**src/rtl/digit_serial_mult.sv**
```systemverilog
// digit_serial_mult: sequential unsigned WIDTH x WIDTH multiplier, one digit pair per cycle.
// Optional ZERO_SKIP_EN: a zero operand completes in one cycle without entering CALC.
module digit_serial_mult #(
    parameter int WIDTH = 8,
    parameter int DIGIT = 4
) (
    input  logic               clk,
    input  logic               reset_n,
    input  logic               start,
    input  logic [WIDTH-1:0]   dataa,
    input  logic [WIDTH-1:0]   datab,
    output logic               busy,
    output logic               done,
    output logic [2*WIDTH-1:0] product
);

    localparam int NDIG = WIDTH / DIGIT;
    localparam int IW   = (NDIG > 1) ? $clog2(NDIG) : 1;
    localparam int PW   = 2 * WIDTH;
    localparam logic [IW-1:0] LAST = IW'(NDIG - 1);

    typedef enum logic {
        IDLE,
        CALC
    } state_t;

    state_t state, state_nxt;

    logic [WIDTH-1:0]   a_reg, b_reg;
    logic [PW-1:0]      acc, acc_nxt, pp_shift;
    logic [PW-1:0]      product_r;
    logic [IW-1:0]      i_idx, j_idx;
    logic [IW:0]        dsum;
    logic [DIGIT-1:0]   a_dig, b_dig;
    logic [2*DIGIT-1:0] pp;
    logic               done_r;
    logic               zero_op;
    logic               load, skip, step, finish;
    logic               last_pair;

    // Zero-operand detection only matters when the skip path is built in
`ifdef ZERO_SKIP_EN
    always_comb begin
        zero_op = (dataa == '0) || (datab == '0);
    end
`else
    always_comb begin
        zero_op = 1'b0;
    end
`endif

    // Current digit pair, its product and its weighted contribution
    always_comb begin
        a_dig     = DIGIT'(a_reg >> (i_idx * DIGIT));
        b_dig     = DIGIT'(b_reg >> (j_idx * DIGIT));
        pp        = {{DIGIT{1'b0}}, a_dig} * {{DIGIT{1'b0}}, b_dig};
        dsum      = {1'b0, i_idx} + {1'b0, j_idx};
        pp_shift  = PW'(pp) << (dsum * DIGIT);
        acc_nxt   = acc + pp_shift;
        last_pair = (i_idx == LAST) && (j_idx == LAST);
    end

    // State register
    always_ff @(posedge clk or negedge reset_n) begin
        if (!reset_n) begin
            state <= IDLE;
        end else begin
            state <= state_nxt;
        end
    end

    // Next-state and datapath control
    always_comb begin
        state_nxt = state;
        load      = 1'b0;
        skip      = 1'b0;
        step      = 1'b0;
        finish    = 1'b0;
        unique case (state)
            IDLE: begin
                if (start) begin
                    if (zero_op) begin
                        skip = 1'b1;
                    end else begin
                        load      = 1'b1;
                        state_nxt = CALC;
                    end
                end
            end
            CALC: begin
                step = 1'b1;
                if (last_pair) begin
                    finish    = 1'b1;
                    state_nxt = IDLE;
                end
            end
        endcase
    end

    // Operand latch, accumulator and digit indices (j inner, i outer)
    always_ff @(posedge clk or negedge reset_n) begin
        if (!reset_n) begin
            a_reg <= '0;
            b_reg <= '0;
            acc   <= '0;
            i_idx <= '0;
            j_idx <= '0;
        end else if (load) begin
            a_reg <= dataa;
            b_reg <= datab;
            acc   <= '0;
            i_idx <= '0;
            j_idx <= '0;
        end else if (step) begin
            acc <= acc_nxt;
            if (finish) begin
                i_idx <= '0;
                j_idx <= '0;
            end else if (j_idx == LAST) begin
                j_idx <= '0;
                i_idx <= i_idx + 1'b1;
            end else begin
                j_idx <= j_idx + 1'b1;
            end
        end
    end

    // Result register: changes only on completion or reset
    always_ff @(posedge clk or negedge reset_n) begin
        if (!reset_n) begin
            product_r <= '0;
        end else if (finish) begin
            product_r <= acc_nxt;
        end else if (skip) begin
            product_r <= '0;
        end
    end

    // One-cycle completion pulse
    always_ff @(posedge clk or negedge reset_n) begin
        if (!reset_n) begin
            done_r <= 1'b0;
        end else begin
            done_r <= finish | skip;
        end
    end

    assign busy    = (state == CALC);
    assign done    = done_r;
    assign product = product_r;

endmodule

```
**config.mk**
```make
export PLATFORM = sky130hd
export DESIGN_NAME = digit_serial_mult
export DESIGN_NICKNAME = d
export VERILOG_FILES = /design/src/rtl/digit_serial_mult.sv
export SDC_FILE = /design/constraint.sdc
export NUM_CORES = 1
export LEC_CHECK = 0
export CELL_PAD_IN_SITES_DETAIL_PLACEMENT = 0
export CELL_PAD_IN_SITES_GLOBAL_PLACEMENT = 1
export CORE_AREA = 2 2 111 113
export DETAILED_ROUTE_END_ITERATION = 8
export DIE_AREA = 0 0 113 115
export PLACE_DENSITY_LB_ADDON = 0.05
export SLEW_MARGIN = 20
export SYNTH_ARGS = -nofsm -noshare
export SYNTH_HDL_FRONTEND = slang
export SYNTH_SLANG_ARGS = --single-unit
```
**constraint.sdc**
```tcl
create_clock -name clk -period 11.95 [get_ports clk]
set_input_delay 2.39 -clock clk [delete_from_list [all_inputs] [get_ports clk]]
set_output_delay 2.39 -clock clk [all_outputs]
set_load 0.01 [all_outputs]
```
# [Word level (Yosys, flattened, before mapping)]
# Cells that the tools add are included.
[word_totals] in_bits=19 word_cells=39 ff_bits=52 output_inout_bits=18
[op_classes] n_addsub=4 reduce_logical=4 n_mux=18 n_shift=3 bitwise=1 mul=1
[op_table] cell="$mux W16" count=3
[op_table] cell="$add A16 B16 Y16" count=1
[op_table] cell="$shl A8 B4 Y16" count=1
[op_table] cell="$shr A8 B3 Y4" count=2
[op_table] cell="$mux W1" count=14
[op_table] cell="$mul A4 B4 Y8" count=1
[op_table] cell="$reduce_bool A3 Y1" count=1
[op_table] cell="$add A1 B1 Y1 const B" count=2
[op_table] cell="$add A1 B1 Y2" count=1
[op_table] cell="$pmux W1 S2" count=1
[op_table] cell="$reduce_and A2 Y1" count=1
[op_table] cell="$reduce_bool A2 Y1" count=1
[op_table] cell="$logic_and A1 B1 Y1" count=1
[op_table] cell="$not A1 Y1" count=1

# [Depth between registers and ports, before layout]
# Gate-level depths: netlist (run 1).
[logic_depth] ltp_word=6 depth_mapped=23

# [Least setup slack after synthesis (run 1)]
# No wires, ideal clock.
[synth_timing] path_kind="reg-to-reg" startpoint="register j_idx" endpoint="register acc[15]" stages_incl_launch_ff=23 period_less_slack_ps=4857 required_time_ps=11832 path_slack_ps=7093 arrival_time_ps=4739 setup_ps=118 path_cell_list="dfrtp_1 > clkbuf_1 > mux2i_1 > or2_2 > fa_1 > inv_1 > fa_1 > inv_1 > fa_1 > inv_1 > a21o_1 > a21oi_1 > xnor2_1 > mux2i_1 > nor2_1 > ha_1 > a21oi_1 > o211ai_2 > nand3_2 > o31a_1 > xnor2_1 > a21o_1 > a21o_1"
[synth_between] elab_chain_len=6 word_cells_on_any_way=7 classes_between="add/sub (2); mul (1); shift (2); mux (2)"
[synth_rtl] item="from (decl)" line_no="32" text="logic [IW-1:0] i_idx, j_idx;"
[synth_rtl] item="from (signal assigned)" line_no="123" text="j_idx <= j_idx + 1'b1;"
[synth_rtl] item="$shr A8 B3 Y4" line_no="55" text="b_dig = DIGIT'(b_reg >> (j_idx * DIGIT));"
[synth_rtl] item="$mul A4 B4 Y8" line_no="56" text="pp = {{DIGIT{1'b0}}, a_dig} * {{DIGIT{1'b0}}, b_dig};"
[synth_rtl] item="$shl A8 B4 Y16 (*)" line_no="58" text="pp_shift = PW'(pp) << (dsum * DIGIT);"
[synth_rtl] item="$add A16 B16 Y16 (*)" line_no="59" text="acc_nxt = acc + pp_shift;"
[synth_rtl] item="$mux W16 (*)" line_no="114" text="end else if (step) begin"
[synth_rtl] item="$mux W16 (*)" line_no="108" text="end else if (load) begin"
[synth_rtl] item="to (signal assigned)" line_no="115" text="acc <= acc_nxt;"
[synth_rtl] item="to (decl)" line_no="30" text="logic [PW-1:0] acc, acc_nxt, pp_shift;"
# Mark *: on every way between the ends. The rest lies on a longest branch, timed or not. The select of a mux whose other input is x is not followed.
# A chain may end at the register's enable or synchronous reset.

# [Worst setup path after layout (run 1)]
[layout_timing] startpoint="register j_idx" endpoint="register acc[12]"
# Same word-level chain as after synthesis.

==> metrics.md, run 1 <==
| Metric | Value |
|---|---|
| Clk buf depth | `2` |
| CTS Sinks | `52` |
| Delay-heaviest family, CP | `adder cells` |
| EDFF count, synth | `0` |
| Yosys top cell area share | `0.376` |
| Cell area after synthesis | `about 3500 um2` |
| First-pass GRT wire length | `14,100 um` |
| Tot GR Track Use | `0.142` |
| # rows | `40` |
| Clock skew | `roughly 4.2 ps` |
| Final Hold Vio Count | `0` |
| Synthesis Warnings | `0` |
| Post-synthesis cell count | `342` |
| Area of the multi-input gates | `between 2000 and 2500 um2` |
| Arr. time, crit path | `5470 ps` |
| Fillers | `between 1,000 and 1,500` |
| Crit path kind | `flop to flop` |
| Most frequent cells in the layout | `52 x dfrtp_1, 35 x clkdlybuf4s50_1, 28 x ha_1` |
| Residual DRC count | `1` |
| DR pass1 iterations | `6` |
| Largest net degree at the start of global routing | `53` |
| Register bit total from synthesis | `52` |
| PortBufs | `36` |
| CTS HTree Levels | `2` |
| Hold crit path type | `flop to flop` |
| RSZ-0062 raised after global routing | `no` |
| Final period util | `0.441` |
| Initial antenna violation count | `0` |
| Number of routed nets with antenna violations | `0` |
| Max-Slew Margin vs Limit | `0.410` |
| Fraction of registers with async set/reset | `1.00` |
| Core area | `11,800 um2` |
| Worst Setup End Kind | `flop` |
| Worst path slowest cell | `dfrtp_1` |
| Diodes inserted | `0` |
| Register area | `1300 um2` |
| Setup Fix Bufs, Post-CTS | `0` |
| Total vias in the final route | `2,578` |
| Num CTS Buffers | `5` |
| Post-layout min period | `5270 ps` |
| Critical Path Fanout Max | `8` |
| Full die area | `between 10,000 and 15,000 um2` |
| Avg Cell Area, Syn | `10.1 um2` |
| Chip width | `between 100 and 150 um` |
| Vias/cell | `between 4 and 5` |
| Largest cells by area after synthesis | `dfrtp_1 38%, ha_1 10%, mux2_2 8.1%` |
| Die Y | `around 120 um` |
| Max_cap viols | `0` |
| Failing checks | `design-rule violations` |
| Dpl hpwl | `6370 um` |
| Fmax | `190 MHz` |
| Cell type with the largest total area after synthesis | `dfrtp_1` |
| Synthesis-to-layout area growth | `19.7%` |
| Startpoint types | `flop` |
| Starting DRT DRC Count | `between 100 and 150` |
| Worst-Margin Slew | `around 880 ps` |
| Final setup viols | `0` |
| Final GP Congestion | `0.776` |
| Final #Nets | `427` |
| Hold_buf cts | `0` |
| Clk_lat worst skew | `slightly above 300 ps` |
| Fin. max-slew vios | `0` |
| GRT overflow | `0` |
| Net Count, Synth | `394` |
| Setup TNS | `0 ps` |
| Critical path cell sequence | `mux2i_1, or2_2, fa_1, inv_1, fa_1, ha_1, a21oi_1, o2111ai_1, xnor2_1, o21bai_1, nor2b_1, ha_1, a211oi_1, nand2_1, o21ai_4, a21boi_1, or3_1, a32o_1` |
| Clk root buf | `clkbuf_16` |
| Cells resized by post-CTS repair | `0` |
| Top_reg_cell synth | `dfrtp_1` |
| Outcome | `complete, but fails checks` |
| Routed wire length per instance | `16.6 um` |
| Commonest non-fill, non-tap cell in the layout | `dfrtp_1` |
| TritonCTS clock tree | `yes` |
| Synth unique cells | `53` |
| IO Pins | `37` |
| Buffers & Inverters on Critical Path | `1` |
| Routed WL | `a little under 9000 um` |
| WP data required | `12,150 ps` |
| Share of cells above drive strength 1 | `0.138` |
| Clock-pin slew on the worst setup and hold paths | `approximately 70 ps` |
| Vias in the first global route | `about 2,500` |
| Crit-path max cell delay | `approximately 550 ps` |
| Effective utilization at floorplan | `0.293` |
| Sequential area share after synthesis | `0.376` |
-- tightest hold or removal path: stages (launching register included) --
cell	delay, ps
dfrtp_1	340
nand2_1	40
o21ai_0	60
-- Yosys cell counts (2+ instances only) --
master,n
a21boi_1,2
a21o_1,9
a21oi_1,11
a21oi_2,2
a22o_1,10
a31o_1,2
and2_1,2
buf_2,2
clkbuf_1,11
dfrtp_1,52
fa_1,5
ha_1,28
inv_1,17
mux2_2,25
mux2i_1,10
nand2_1,23
nand2b_1,6
nand3_1,7
nand4b_1,3
nor2_1,27
nor2b_1,11
nor3_1,5
nor3b_1,3
o2111ai_1,4
o211ai_1,2
o211ai_2,2
o21a_1,2
o21ai_0,11
o21ai_1,5
o22ai_1,2
o31ai_1,2
or2_2,3
or3_1,2
xnor2_1,11
xor2_1,5
-- final timing paths --
check / cells after the start / end / startpoint / slack, ps
min: 2 / product[1] / product[1] / 480
min reg2reg: 2 / product[1] / product[1] / 480
max: 18 / acc[12] / j_idx / 6680
max in group asynchronous: 2 / product[10] / reset_n / 9270
max reg2reg: 18 / acc[12] / j_idx / 6680
min in group asynchronous: 2 / product[2] / reset_n / 2220
-- metal layers --
layer | routed length (um) | vias to the layer above | GRT usage
li1 | - | 1291 | -
met1 | 4440 | 1236 | 0.196
met2 | 3790 | 45 | 0.222
met3 | 323 | 6 | 0.0343
met4 | 116 | 0 | 0.0439
met5 | 0 | - | 0
-- cell type report --
| type | count | share of cell area |
|---|---|---|
| Multi-Input combinational cell | 259 | 0.493 |
| Sequential cell | 52 | 0.314 |
| Timing Repair Buffer | 40 | 0.0931 |
| Tap cell | 147 | 0.0444 |
| Clock buffer | 6 | 0.0311 |
| Inverter | 17 | 0.0154 |
| Clock inverter | 2 | 0.00846 |
-- per-stage QoR --
stage / cell area [um2] / instances / utilization / hold WS (ps) / setup WS, ps
2_1_floorplan: 3460 / 342 / - / 455 / 7090
3_3_place_gp: 3980 / 515 / 0.337 / 466 / 6720
3_5_place_dp: 3980 / 515 / 0.337 / 470 / 6710
4_1_cts: 4140 / 523 / 0.351 / 487 / 6680
5_1_grt: 4140 / 523 / 0.351 / 505 / 6320
6_report: 4140 / 523 / 0.351 / 478 / 6680
-- cells by family (layout without fill, tap and decap cells) --
logic type	after synthesis	in the layout	share of synthesized area
multiplexers	35	35	0.110
adder cells (fa/ha/maj)	33	33	0.130
buffers and inverters	31	65	0.0343
flip-flops	52	52	0.376
XOR/XNOR	16	16	0.0405
AND/OR/NAND/NOR	95	95	0.136
AO/OA/AOI/OAI	80	80	0.173
Power of run 1 is not shown: default switching activity piles up to over one toggle a cycle in this logic, so the estimate is an artifact.
==> inputs of run 2 (changes only) <==
==> constraint.sdc (replaced) <==
create_clock -name clk -period 4.45 [get_ports clk]
set_input_delay 0.89 -clock clk [delete_from_list [all_inputs] [get_ports clk]]
set_output_delay 0.89 -clock clk [all_outputs]
set_load 0.01 [all_outputs]
==> run 2 against run 1 <==
  * The flow finishes with violations (design-rule violations, negative setup slack)
  * Critical path depth is 2 higher
  * Hold slack worse by 3.3 ps
  * First-iteration DRC count down 32%
  * Clock-buffer cell count is 1 higher
  * Via count increased by 7.1%
  * Sequential share of layout area shrank 4.3 points
  * Register-to-register slack got worse by 6900 ps
  * Final area is 16% higher
  * Clock skew up 1.1 ps
  * Setup slack lost 6900 ps
  * Cell count up 9.8%
  * Highest routed layer unchanged
==> metrics.md, run 2 (synthesis results as in run 1) <==
| Metric | Value |
|---|---|
| Outcome | `complete, but fails checks` |
| Failing checks | `design-rule violations, negative setup slack` |
| Fillers | `approximately 1,200` |
| Clk_lat worst skew | `300 ps` |
| Starting DRT DRC Count | `76` |
| PortBufs | `36` |
| Die Y | `115 um` |
| Synthesis-to-layout area growth | `38.8%` |
| Final period util | `1.05` |
| Critical path cell sequence | `mux2i_2, or2_4, fa_1, inv_2, fa_1, ha_1, a21oi_2, inv_1, a21oi_2, xnor2_2, mux2i_1, nor2_1, ha_1, buf_4, a211oi_2, nand2_1, o21ai_4, a21boi_2, or3_1, a32o_1` |
| Hold EP | `product[1]` |
| CTS HTree Levels | `2` |
| Effective utilization at floorplan | `0.293` |
| Post-layout min period | `approximately 4700 ps` |
| IO Pins | `37` |
| Residual DRC count | `5` |
| Tot GR Track Use | `0.151` |
| # rows | `40` |
| Post-route cell area | `4800 um2` |
| Fmax | `214 MHz` |
| Worst-Margin Slew | `854 ps` |
| CTS Sinks | `52` |
| Share of cells above drive strength 1 | `0.349` |
| Reg-to-reg startpoint | `i_idx` |
| First-pass GRT wire length | `15,100 um` |
| Core area | `11,800 um2` |
| Worst path slowest cell | `fa_1` |
| Worst Setup End Kind | `flop` |
| Vias in the first global route | `2,815` |
| Full die area | `roughly 13,000 um2` |
| Vias/cell | `just under 5` |
| Routed WL | `9120 um` |
| Initial antenna violation count | `0` |
| Final WS setup | `-220 ps` |
| Diodes inserted | `0` |
| Number of routed nets with antenna violations | `0` |
| RSZ-0062 raised after global routing | `yes` |
| Clk buf depth | `2` |
| FF-to-FF setup slack | `-220 ps` |
| Most frequent cells in the layout | `52 x buf_4, 50 x dfrtp_1, 35 x clkdlybuf4s50_1` |
| GRT overflow | `0` |
| WP data required | `4640 ps` |
| Largest net degree at the start of global routing | `53` |
| Clock skew | `~5.3 ps` |
| DR pass1 iterations | `6` |
| Total vias in the final route | `2,762` |
| Clk root buf | `clkbuf_16` |
| R2R depth | `20` |
| Hold path start | `product[1]` |
| Num CTS Buffers | `5` |
| Reg-to-reg endpoint | `acc[12]` |
| Final GP Congestion | `0.748` |
| Dpl hpwl | `6980 um` |
| Startpoint types | `flop` |
| Hold Crit Depth | `2` |
| Crit path kind | `flop to flop` |
| Commonest non-fill, non-tap cell in the layout | `buf_4` |
| Final #Nets | `478` |
| Routed wire length per instance | `15.9 um` |
| Clock-pin slew on the worst setup and hold paths | `70 ps` |
| Critical Path Fanout Max | `5` |
| Final setup viols | `11` |
| Final Hold Vio Count | `0` |
| Hold crit path type | `flop to flop` |
| Max-Slew Margin vs Limit | `0.430` |
| Crit-path max cell delay | `540 ps` |
| TritonCTS clock tree | `yes` |
| Post-DP Area | `4380 um2` |
| Chip width | `113 um` |
| Arr. time, crit path | `4860 ps` |
| Fin. max-slew vios | `0` |
| Place WS | `-309 ps` |
| Max_cap viols | `0` |
[run 2: cell count changes in the layout (fill, tap and decap cells not counted), sizes merged]
cell / change
clkinvlp: +1
clkbuf: +1
bufinv: -1
buf: +51
clkinv: -1
[run 2: routing by layer]
layer,share of wire,vias up,GRT usage
met2,0.46,43,0.241
met1,0.50,1327,0.208
met4,0.012,0,0.0390
met3,0.032,6,0.0327
met5,0,-,0
li1,-,1386,-
[run 2: metrics by stage]
step,hold WS (ps),std cells,TNS (ps),utilization
5_1_grt,495,574,-5850,0.407
3_5_place_dp,469,564,-1930,0.371
3_3_place_gp,466,564,-1930,0.371
4_1_cts,484,575,-1770,0.399
6_report,475,574,-1070,0.407
2_1_floorplan,455,342,-516,-
[run 2: layout make-up]
cell class                      instances  area (um2)  share of cell area
Multi-Input combinational cell        259        2320               0.484
Timing Repair Buffer                   91         779               0.162
Clock buffer                            7         143              0.0297
Sequential cell                        52        1300               0.271
Inverter                               17        63.8              0.0133
Clock inverter                          1        7.51             0.00156
Tap cell                              147         184              0.0383
[run 2: worst max-delay path: cells and delay by family (launching register included)]
family	cells	cell delay, ps
adders and majority gates	4	1550
muxes	2	360
and+or+nand+nor	4	800
DFF	1	450
AOI/OAI and AO/OA	6	1020
xor gates and xnor gates	1	90
buffers and inverters	3	290
[run 2: how the worst max path moves through the flow]
stage | startpoint | end
floorplan | i_idx | acc[12]
global route | i_idx | product[13]
global placement | j_idx | acc[12]
detailed placement | i_idx | acc[12]
finish | i_idx | acc[12]
CTS | i_idx | acc[12]
[run 2: repair_timing]
item / in CTS / in global routing
endpoints found under the setup margin: 17 / 22
hold endpoints to repair: 0 / 0
hold buffers: 0 / 0
buffers inserted: 3 / 0
pin swaps: 33 / 27
resized for setup: 36 / 19
Power of run 2 is left out for the same reason.
==> inputs of run 3 (changes only) <==
--- a/config.mk
+++ b/config.mk
@@ -11,6 +11,7 @@
 export DETAILED_ROUTE_END_ITERATION = 8
 export DIE_AREA = 0 0 113 115
 export PLACE_DENSITY_LB_ADDON = 0.05
+export SETUP_SLACK_MARGIN = 0.4
 export SLEW_MARGIN = 20
 export SYNTH_ARGS = -nofsm -noshare
 export SYNTH_HDL_FRONTEND = slang
==> run 3 against run 2 <==
  * The flow still finishes with violations (design-rule violations, negative setup slack)
  * Setup slack improved by 22 ps
  * Critical path depth unchanged
  * Clock-buffer cell count unchanged
  * Maximum frequency increased by 0.46%
  * Critical path type unchanged
  * Largest cell class unchanged
==> metrics.md, run 3 (synthesis results as in run 1) <==
| Metric | Value |
|---|---|
| IO Pins | `37` |
| Clk buf depth | `2` |
| PortBufs | `36` |
| GRT overflow | `0` |
| Buffers & Inverters on Critical Path | `2` |
| Clk root buf | `clkbuf_16` |
| Clk_lat worst skew | `310 ps` |
| R2R depth | `20` |
| Diodes inserted | `0` |
| Fmax | `215 MHz` |
| Worst path slowest cell | `fa_1` |
| Core area | `11,800 um2` |
| Failing checks | `design-rule violations, negative setup slack` |
| Num CTS Buffers | `5` |
| Number of routed nets with antenna violations | `0` |
| Final WS setup | `-198 ps` |
| Share of cells above drive strength 1 | `0.363` |
| Max_cap viols | `0` |
| Total vias in the final route | `2,814` |
| Arr. time, crit path | `4850 ps` |
| Worst Setup End Kind | `flop` |
| # rows | `40` |
| Initial antenna violation count | `0` |
| Routed wl met2 | `4380 um` |
| Die Y | `115 um` |
| Final setup viols | `17` |
| Vias in the first global route | `2,936` |
| Hold crit path type | `flop to flop` |
| First-pass GRT wire length | `about 15,000 um` |
| Post-route met1 wirelength | `4550 um` |
| Chip width | `~110 um` |
| Hold Crit Depth | `2` |
| Critical Path Fanout Max | `5` |
| Clock skew | `approximately 5.3 ps` |
| Delay-heaviest family, CP | `adder cells` |
| RSZ-0062 raised after global routing | `yes` |
| Routed WL | `9370 um` |
| Fin. max-slew vios | `0` |
| Hold EP | `product[15]` |
| Tot GR Track Use | `0.154` |
| Fillers | `1,174` |
| Post-layout min period | `4650 ps` |
| Effective utilization at floorplan | `0.293` |
| Reg-to-reg endpoint | `acc[15]` |
| Final #Nets | `483` |
| Vias/cell | `4.86` |
| Synthesis-to-layout area growth | `42.0%` |
| Starting DRT DRC Count | `93` |
| WP data required | `4650 ps` |
| Residual DRC count | `2` |
| CTS HTree Levels | `2` |
| Dpl hpwl | `6940 um` |
| Most frequent cells in the layout | `55 x buf_4, 50 x dfrtp_1, 35 x clkdlybuf4s50_1` |
| Critical path cell sequence | `mux2i_1, or2_2, fa_1, inv_2, fa_1, ha_1, a21oi_2, inv_1, a21oi_2, xnor2_2, mux2i_1, nor2_1, ha_2, a21oi_4, o211ai_2, nand3_4, o31a_1, xnor2_1, a21o_1, a21o_1` |
| Clock-pin slew on the worst setup and hold paths | `roughly 70 ps` |
| Hold_buf cts | `0` |
| DR pass1 iterations | `6` |
| Reg-to-reg startpoint | `i_idx` |
| Commonest non-fill, non-tap cell in the layout | `buf_4` |
| Max-Slew Margin vs Limit | `0.397` |
| TritonCTS clock tree | `yes` |
| Routed wire length per instance | `16.2 um` |
| Outcome | `complete, but fails checks` |
| Final GP Congestion | `roughly 0.8` |
| Startpoint types | `flop` |
| CTS Sinks | `52` |
| Length of routed met3 wiring | `338 um` |
| Final period util | `1.04` |
| Final Hold Vio Count | `0` |
| Full die area | `13,000 um2` |
| Largest net degree at the start of global routing | `53` |
| Crit path kind | `flop to flop` |
| Hold path start | `product[15]` |
| Crit-path max cell delay | `500 ps` |
| FF-to-FF setup slack | `-200 ps` |
| Final hold slack | `slightly below 500 ps` |
| Worst-Margin Slew | `903 ps` |
| Top sig layer | `met4` |
-- run 3: worst register-to-register path: cells and delay by family (launching register included) --
family                   cells  cell delay (ps)
AO/OA/AOI/OAI                7             1230
XOR/XNOR                     2              310
adder cells (fa/ha/maj)      4             1540
buffers and inverters        2              120
flip-flops                   1              450
multiplexers                 2              290
AND/OR/NAND/NOR              3              630
-- run 3: layer usage --
layer | GRT usage | vias to the layer above
li1 | - | 1399
met1 | 0.201 | 1362
met2 | 0.259 | 48
met3 | 0.0337 | 5
met4 | 0.0415 | 0
met5 | 0 | -
-- run 3: worst max path at each step --
stage,from,depth (start not counted),end
after floorplan,i_idx,19,acc[12]
after global placement,i_idx,18,acc[12]
after global routing,j_idx,20,acc[15]
final,i_idx,20,acc[15]
after CTS,i_idx,21,acc[12]
after detailed placement,i_idx,18,acc[12]
-- run 3: final cells by class --
| class | count | area, um2 | area share |
|---|---|---|---|
| well taps | 147 | 184 | 0.0374 |
| inverters | 17 | 63.8 | 0.0130 |
| clock inverters | 1 | 30.0 | 0.00611 |
| flip-flops and latches | 52 | 1300 | 0.265 |
| clock buffers | 7 | 153 | 0.0311 |
| multi-input cells | 259 | 2360 | 0.480 |
| repair buffers | 96 | 825 | 0.168 |
-- run 3: metrics by stage --
step,util,instances,TNS (ps),area [um2],setup WS (ps)
after CTS,0.400,577,-1900,4720,-248
after detailed placement,0.376,568,-1960,4440,-305
after global placement,0.376,568,-1500,4440,-250
after global routing,0.416,579,-5970,4920,-430
final,0.416,579,-1770,4920,-198
after floorplan,-,342,-486,3550,-232
-- run 3: repair_timing --
action	CTS	global route
endpoints found under the setup margin	22	24
resized for setup	17	37
pin swaps	20	16
setup buffers	1	2
endpoints found under the hold margin	0	0
Power of run 3 is left out for the same reason.
==> variant (settings of run 1) <==
The parameter `DIGIT` goes from 4 to 16.
--- a/src/rtl/digit_serial_mult.sv
+++ b/src/rtl/digit_serial_mult.sv
@@ -3,5 +3,5 @@
 module digit_serial_mult #(
     parameter int WIDTH = 8,
-    parameter int DIGIT = 4
+    parameter int DIGIT = 16
 ) (
     input  logic               clk,
Behaviour: no difference found for any inputs over 4 cycles, from zero or initial values and one cycle with reset_n low; that may be too few to reach the edited logic, so the function may still have changed.
==> variant against run 1 <==
  * Sequential cell count unchanged
  * Utilization grew 15 points
  * Synthesized cell count up 69%
  * Synthesized area is 52% higher
  * Sequential share of layout area decreased by 9.4 points
  * Design area rose by 43%
  * Fmax down 28%
  * Worst setup slack got worse by 2.1 ns
  * Routed wire length increased by 41%
  * Cell count rose by 43%
Power is left out: the tool's default activity adds up to more than one toggle a clock period on the data nets, which glitch-free logic cannot reach.
==> variant: results (changes against run 1) <==
| Metric | Value |
|---|---|
| Status | `complete, no violations` |
| Period utilisation layout | `0.613 (+0.172)` |
| Max Root-Sink Buffers | `2 (unchanged)` |
| Share of layout cells above drive strength 1 | `0.0897 (-0.0486)` |
| Largest net degree at the start of global routing | `53 (unchanged)` |
| Via count | `3957 (+53%)` |
| Adder-Cell Fraction of Synth Area | `0.308 (+0.178)` |
| Most frequent cells after synthesis | `inv_1 (82), nor2_1 (82), ha_1 (72)` |
| Clock skew | `0.00673 ns (+0.00255 ns)` |
| Synth Area in XOR/XNOR | `0.0233 (-0.0172)` |
| First-pass GRT wire length | `21.2 mm (+51%)` |
| Delay-heaviest family, CP | `adder cells` |
| Routed len/inst | `16.4 um (-1.3%)` |
| Netlist cell types | `50 (-5.7%)` |
| GP Congestion | `0.842 (+8.5%)` |
| Actual slew at the worst max-slew pin | `0.884 ns (+0.0000699 ns)` |
| Cell depth of the worst flop-to-flop path | `28 (+10)` |
| Post-synthesis compound-gate area fraction | `0.124 (-0.0489)` |
| Crit path arrival time | `7.50 ns (+2.03 ns)` |
| Worst-Skew Late Latency | `0.30 ns` |
| Worst-path fanout max | `14 (+6)` |
| Startpoint types | `register` |
| Met1 usage | `0.276 (+0.0799)` |
| Synth Net Count | `706 (+79%)` |
| Seq/Total Area, Yosys | `0.247 (-0.129)` |
| Synth area leaders | `dfrtp_1 (25%), ha_1 (17%), fa_1 (14%)` |
| First-pass detailed-route iteration total | `4 (-2)` |
| Nets | `728 (+70%)` |
| H-tree Lvls | `2 (unchanged)` |
| Crit-path slowest cell | `fa_1` |
| Vias in the first global route | `4272 (+69%)` |
| Met3 Track Usage GR | `0.0337 (-0.000527)` |
| Gr usage total | `0.206 (+0.0637)` |
| Detail Placement HPWL | `9.79 mm (+54%)` |
| Mux share of post-synthesis cell area | `0.0514 (-0.0589)` |
| FF-to-FF setup slack | `4.62 ns (-2.06 ns)` |
| CP endpoint | `acc[15]` |
| RR Startpoint | `j_idx` |
| Initial DRC Count | `151 (+35%)` |
| GR met2 Demand/Resource | `0.354 (+0.132)` |
| Post-Synthesis Cells | `579 (+69%)` |
-- variant: how the worst min path moves through the flow --
stage,cells after the start,start,slack (ns),to
2_1_floorplan,2,acc[12],0.46,acc[12]
3_3_place_gp,2,product[2],0.46,product[2]
3_5_place_dp,2,product[2],0.47,product[2]
4_1_cts,2,product[12],0.49,product[12]
5_1_grt,2,product[2],0.53,product[2]
6_report,2,product[12],0.49,product[12]
-- variant: routing by layer --
metal,wire length (um),share of wire,vias to the layer above
met5,0,0,-
met4,114,0.0093,0
met3,337,0.028,9
met2,6140,0.50,43
met1,5660,0.46,1935
li1,-,-,1970
-- variant: kinds of logic after synthesis --
logic type / after synthesis
and+or+nand+nor: 182
adders and majority gates: 108
buffers and inverters: 106
AOI/OAI and AO/OA: 93
DFF: 52
muxes: 24
xor gates and xnor gates: 14
-- variant: worst reg2reg max path: cells and delay by family, from the launching register on --
family          cells  cell delay (ns)
compound gates      9             1.42
xor+xnor            2             0.31
fa+ha+maj           8             3.51
buf+inv             3             0.13
flops               1             0.49
simple gates        6             1.37
-- variant: through the flow --
step                cells  worst slack (ns)  hold WS, ns  cell area, sq um  utilization
floorplan             579              5.46        0.455              5260            -
global placement      741              4.87        0.463              5730        0.485
detailed placement    741              4.73        0.467              5730        0.485
CTS                   749              4.66        0.491              5900        0.500
global route          749              4.10        0.529              5900        0.500
finish                749              4.62        0.486              5900        0.500
-- variant: area by class of cell --
class                           instances  area, sq um
Multi-Input combinational cell        421         3560
Timing Repair Buffer                   39          378
Clock buffer                            5          125
Tap cell                              147          184
Clock inverter                          3         42.5
Sequential cell                        52         1300
Inverter                               82          308
Fill cell                            1150         5910
